[src/rtl/neg_arbiter.sv]
// Round-robin arbiter sharing one two's-complement negation unit among four requesters.
// Optional NEG_ARB_OVF_EN registers a most-negative-operand flag; otherwise out_ovf is tied to 0.
module neg_arbiter #(
  parameter int size = 16
) (
  input  logic                clk,
  input  logic                rst,
  input  logic [3:0]          req,
  input  logic [4*size-1:0]   operand,
  output logic [3:0]          ack,
  output logic                out_valid,
  input  logic                out_ready,
  output logic [size-1:0]     out_data,
  output logic [1:0]          out_id,
  output logic                out_ovf,
  output logic                fsm_state,
  output logic [1:0]          ptr
);

  // Handshake: a result transfers on an edge where out_valid & out_ready are both high;
  // req[i] is held until ack[i], and ack[i] marks the edge that captures operand i.
  typedef enum logic {EMPTY = 1'b0, FULL = 1'b1} state_t;

  state_t          state, state_next;
  logic [1:0]      win;
  logic [1:0]      idx;
  logic            any_req;
  logic            capture;
  logic [size-1:0] win_op;

  // Scan from the farthest offset down so the requester closest to ptr wins.
  always_comb begin
    win     = ptr;
    any_req = 1'b0;
    idx     = ptr;
    for (int k = 3; k >= 0; k--) begin
      idx = ptr + 2'(k);
      if (req[idx]) begin
        win     = idx;
        any_req = 1'b1;
      end
    end
  end

  assign win_op    = operand[win*size +: size];
  assign capture   = any_req & ((state == EMPTY) | out_ready);
  assign ack       = capture ? (4'b0001 << win) : 4'b0000;
  assign out_valid = (state == FULL);
  assign fsm_state = state;

  always_comb begin
    state_next = state;
    if (capture)
      state_next = FULL;
    else if ((state == FULL) && out_ready)
      state_next = EMPTY;
  end

  always_ff @(posedge clk or posedge rst) begin
    if (rst) begin
      state    <= EMPTY;
      ptr      <= 2'd0;
      out_data <= '0;
      out_id   <= 2'd0;
    end else begin
      state <= state_next;
      if (capture) begin
        ptr      <= win + 2'd1;
        out_data <= ~win_op + 1'b1;
        out_id   <= win;
      end
    end
  end

`ifdef NEG_ARB_OVF_EN
  localparam logic [size-1:0] MinNeg = {1'b1, {(size-1){1'b0}}};

  always_ff @(posedge clk or posedge rst) begin
    if (rst)
      out_ovf <= 1'b0;
    else if (capture)
      out_ovf <= (win_op == MinNeg);
  end
`else
  assign out_ovf = 1'b0;
`endif

endmodule

[config.mk]
export PLATFORM = sky130hd
export DESIGN_NAME = neg_arbiter
export DESIGN_NICKNAME = d
export VERILOG_FILES = /design/src/rtl/neg_arbiter.sv
export SDC_FILE = /design/constraint.sdc
export NUM_CORES = 1
export LEC_CHECK = 0
export ABC_CLOCK_PERIOD_IN_PS = 4650
export BUFFER_PORTS_ARGS = -buffer_cell sky130_fd_sc_hd__buf_2
export CORE_MARGIN = 8
export CORE_UTILIZATION = 46
export CTS_CLUSTER_DIAMETER = 50
export DETAILED_ROUTE_END_ITERATION = 12
export PLACE_DENSITY = 0.92
export REMOVE_ABC_BUFFERS = 1
export SLEW_MARGIN = 20
export SYNTH_ARGS = -nofsm -noshare
export SYNTH_HDL_FRONTEND = slang
export SYNTH_SLANG_ARGS = --single-unit
[constraint.sdc]
create_clock -name clk -period 4.65 [get_ports clk]
set_input_delay 1.395 -clock clk [delete_from_list [all_inputs] [get_ports clk]]
set_output_delay 1.395 -clock clk [all_outputs]
set_load 0.01 [all_outputs]
# After elaboration in Yosys (flattened, before gate mapping)
# Cells that the tools add are included.
word_totals:
  inputBits: 71
  reg_bits: 21
classes:
  n_bitwise: 4
  n_reduce_logical: 2
  muxes: 19
  order_cmp: 4
  n_addsub: 5
  shift: 2
ops:
  columns: ["op", "n"]
  rows:
  - ["$shiftx 64x7->16", 1]
  - ["$add 16x1->16 const B", 1]
  - ["$not 16->16", 1]
  - ["$lt 2x3->1 const B", 4]
  - ["$mux 1", 10]
  - ["$bmux 1 s2", 4]
  - ["$mux 2", 4]
  - ["$add 2x1->2 const B", 2]
  - ["$add 2x2->2 const B", 2]
  - ["$mux 4", 1]
  - ["$shl 1x2->4 const A", 1]
  - ["$reduce_bool 2->1", 1]
  - ["$and 1x1->1", 1]
  - ["$logic_and 1x1->1", 1]
  - ["$not 1->1", 1]
  - ["$or 1x1->1", 1]

# Depth between registers and ports, before layout
depth:
  ltp_word: 10
  depth_mapped: 15
  mapped_depth_nobuf: 11

# Worst setup path before layout
# OpenSTA, ideal clock, no wires.
synth_timing:
  path_kind: "input -> output"
  startpoint: "input port req[0]"
  endpoint: "output port ack[0]"
  cell_stages: 9
  n_path_buf: 3
  slack_ns: 0.434
  arrival_time_ns: 2.821
  cell_sequence: "nor2_1 > a211o_1 > o21a_2 > inv_2 > buf_2 > buf_2 > buf_2 > ha_1 > and2_1"
synth_between:
  elab_chain_len: 8
synth_lines:
  columns: ["element", "line", "rtl"]
  rows:
  - ["start, declared", "8", "input logic [3:0] req,"]
  - ["$bmux 1 s2", "38", "if (req[idx]) begin"]
  - ["$mux 1 (not written as such)", "38", null]
  - ["$mux 2 / $mux 1 (equally long branches) (4 in a row)", "38", null]
  - ["$shl 1x2->4 / $and 1x1->1 (equally long branches)", "47, 46", null]
  - ["$mux 4 *", "47", "assign ack = capture ? (4'b0001 << win) : 4'b0000;"]
  - ["end, declared", "10", "output logic [3:0] ack,"]
# Mark *: on every way between the ends. The rest lies on a longest branch, timed or not. The select of a mux whose other input is x is not followed.

# Worst setup path in the final report
layout_timing:
  startpoint: "input port req[2]"
  endpoint: "output port ack[0]"
# Same word-level chain as after synthesis.

==> key figures <==
Global routing
  – Global route total overflow: 0
  – Gr usage total: 19.2%
  – Largest net degree at the start of global routing: 27
  – First-pass GRT wire length: 9850 µm
  – Vias in the first global route: 2075
  – Initial antenna violation count: 0

Power and ir drop
  – Final Power: 1.34 mW
  – Power Density: 551 mW/mm²
  – Max IR drop VDD: 364 µV
  – Leakage: 1.23 nW

Synthesis
  – Mapped Cells: 242
  – Syn_area_per_cell: 7.75 µm²
  – Register area share after synthesis: 28.0%
  – Main flop type after synthesis: dfrtp_1
  – Netlist cell types: 53
  – Post-synthesis register bit count: 21
  – Async S/R FF share, synth: 100%
  – Post-synth EDFFs: 0
  – Mapped cell area: 0.00187 mm²
  – Yosys warning count: 0

Min path
  – Worst hold path type: register to register
  – Worst hold stages: 2
  – WHS Endpoint: out_data[4]
  – Hold_sp: out_data[4]

Floorplanning
  – Die area: 0.00637 mm²
  – Core box area: 0.00397 mm²
  – Row cnt: 23
  – Initial Utilization: 47.2%
  – Die width: 79.8 µm
  – Die height: 79.8 µm
  – Ports: 98

Clocking
  – Clock Pin Slew Worst Setup and Hold Paths: 0.08 ns
  – CTS tree: yes
  – Post-CTS Setup Bufs: 0
  – Longest Clk Path Bufs: 2
  – Number of clock sinks: 21
  – Hold Buf Count CTS: 0
  – Skew-Pair Late Insertion Delay: 0.27 ns
  – CTS root buf: clkbuf_8
  – H-tree depth: 1
  – CTS buffer count: 3
  – CTS resizes: 0

Setup path
  – R2R cell count: 11
  – CP Cell Sequence: buf_2, nor2b_1, nor3b_1, o21a_2, inv_2, ha_1, and2_1, buf_2
  – WP data arrival: 2.92 ns
  – CP max-delay cell: o21a_2
  – Max FO, Critical Path: 16
  – Stages on worst setup path: 8
  – Critical Path Max Stage Delay: 0.32 ns
  – Cell family with most CP delay: simple AND/OR/NAND/NOR gates
  – CP endpoint kind: output port
  – Worst endpoint required time: 3.25 ns
  – Worst Setup Start Kind: primary input
  – Worst path bufs/invs: 3
  – Critical path type: primary input to output port
  – Cell mode on critical path: buf_2
  – FF-to-FF setup slack: 1.46 ns
  – Reg2Reg Launch Point: ptr[0]
  – R2r endpoint: out_data[8]

Detailed routing
  – Wire length per cell: 16.4 µm
  – TritonRoute pass-1 iters: 4
  – Residual DRC: 0
  – Initial DRC Count: 193
  – Post-route ant nets: 0
  – Final WL: 6260 µm
  – Via/cell ratio: 5.82
  – Vias: 2222

Timing
  – Final slew viol count: 0
  – RSZ-0062 raised after global routing: false
  – PnR worst setup slack: 0.336 ns
  – Maximum clock frequency: 232 MHz
  – Final Hold Fails: 0
  – Setup TNS Final: 0 ns
  – Slew Limit Headroom: 45.2%
  – Worst-margin pin slew: 0.814 ns
  – Final worst path period share: 92.8%
  – Fin crit period: 4.31 ns
  – Finish-stage setup viols: 0
  – Fin Clk Skew: 0.00683 ns

Cells and area
  – Final core area utilization: 61.1%
  – Layout cell share with drive strength beyond 1: 36.7%
  – ANT cells: 0
  – Area Overhead vs Synth: 29.4%
  – Final cell count without fillers: 382
  – Final nets: 409

Status
  – Outcome: completed

Place
  – Place WS: 0.369 ns
  – Detailed Place HPWL: 4880 µm
  – GPL Wtd Cong: 0.854
  – Port bufs: 96
  – Inst Count DP: 378

Run
  – Max Cap Viol: 0
[cells in the mapped netlist (2+ instances only)]
| cell | n | area, µm² |
|---|---|---|
| buf_6 | 2 | 22.5 |
| inv_2 | 2 | 7.51 |
| nor4_1 | 4 | 25.0 |
| nand2_1 | 46 | 173 |
| o31ai_1 | 6 | 45.0 |
| nor2_1 | 9 | 33.8 |
| nor3b_1 | 2 | 15.0 |
| o21ai_0 | 8 | 40.0 |
| nor2b_1 | 4 | 25.0 |
| buf_2 | 8 | 40.0 |
| a221oi_1 | 4 | 35.0 |
| nand4_1 | 3 | 18.8 |
| a211o_1 | 8 | 70.1 |
| dfrtp_1 | 21 | 526 |
| inv_1 | 4 | 15.0 |
| ha_1 | 5 | 62.6 |
| a211oi_2 | 3 | 37.5 |
| xnor2_1 | 3 | 26.3 |
| or2_2 | 3 | 18.8 |
| or4_1 | 4 | 30.0 |
| buf_4 | 2 | 15.0 |
| nand3_1 | 7 | 35.0 |
| a21oi_1 | 17 | 85.1 |
| and2_1 | 11 | 68.8 |
| nor3_1 | 3 | 15.0 |
| a211oi_1 | 2 | 15.0 |
| and3_1 | 11 | 68.8 |
| clkbuf_1 | 6 | 22.5 |
| o31a_1 | 2 | 17.5 |
| a22oi_1 | 8 | 60.1 |
| a31oi_1 | 2 | 12.5 |
[tightest hold or removal path, cell delays in order (launching register included)]
cell	delay (ns)
dfrtp_1	0.34
nand2_1	0.04
o21ai_0	0.06
[cells by family (layout without fill, tap and decap cells)]
family,count (synthesis),in the layout,synth area share (%)
buffers and inverters,25,115,6.74
adders and majority gates,5,5,3.34
and+or+nand+nor,113,113,31.0
other,1,1,0.200
DFF,21,21,28.0
AOI/OAI and AO/OA,72,72,28.3
muxes,1,1,0.534
xor gates and xnor gates,4,4,1.87
[through the flow]
step / hold slack, ns / cell area [µm²]
floorplan: 0.514 / 1770
global placement: 0.459 / 2380
detailed placement: 0.466 / 2380
CTS: 0.484 / 2430
global route: 0.505 / 2430
finish: 0.476 / 2430
[cells in the final DEF (no fill, tap or decap), types with 2 or more instances in the layout]
| cell | instances |
|---|---|
| nand3_1 | 7 |
| and2_1 | 11 |
| and3_1 | 11 |
| a31oi_1 | 2 |
| nor3b_1 | 2 |
| a211oi_2 | 3 |
| inv_1 | 4 |
| nor2_1 | 9 |
| or2_2 | 3 |
| nand2_1 | 46 |
| inv_2 | 2 |
| a221oi_1 | 4 |
| o31a_1 | 2 |
| a211o_1 | 8 |
| xnor2_1 | 3 |
| a22oi_1 | 8 |
| a21oi_1 | 17 |
| nor3_1 | 3 |
| o31ai_1 | 6 |
| nor4_1 | 4 |
| o21ai_0 | 8 |
| ha_1 | 5 |
| buf_4 | 9 |
| buf_2 | 96 |
| nand4_1 | 3 |
| a211oi_1 | 2 |
| nor2b_1 | 4 |
| or4_1 | 4 |
| clkbuf_8 | 3 |
| dfrtp_1 | 21 |
[cell type report]
type                    instances  area [µm²]
flip-flops and latches         21         526
well taps                      50        62.6
inverters                       6        22.5
repair buffers                105         548
multi-input cells             196        1220
fillers                       359        1550
clock buffers                   4        45.0
[metal layers]
metal,share of wire [%],track usage [%],up-vias
met5,0,0,-
met1,41,24.2,1014
li1,-,-,1065
met3,10,4.73,18
met4,2.6,7.82,0
met2,46,30.4,125
[worst max-delay path by stage]
stage / from / endpoint
floorplan: req[2] / ack[2]
global placement: req[2] / ack[1]
detailed placement: req[2] / ack[0]
CTS: req[2] / ack[0]
global route: req[2] / ack[2]
finish: req[2] / ack[0]
[sequential cells by signal (all words and copies together), names as in the netlist]
register	count
fsm_state	1
out_data	16
out_id	2
ptr	2
[report_power, final]
group / total [mW] / leakage, nW / internal (mW) / switching [mW]
clock network: 0.126 / 0.0228 / 0.0612 / 0.0648
logic: 0.900 / 0.960 / 0.361 / 0.539
registers: 0.311 / 0.252 / 0.263 / 0.0480
total: 1.34 / 1.23 / 0.685 / 0.652
Note: power is estimated with default switching activity, not from simulation.
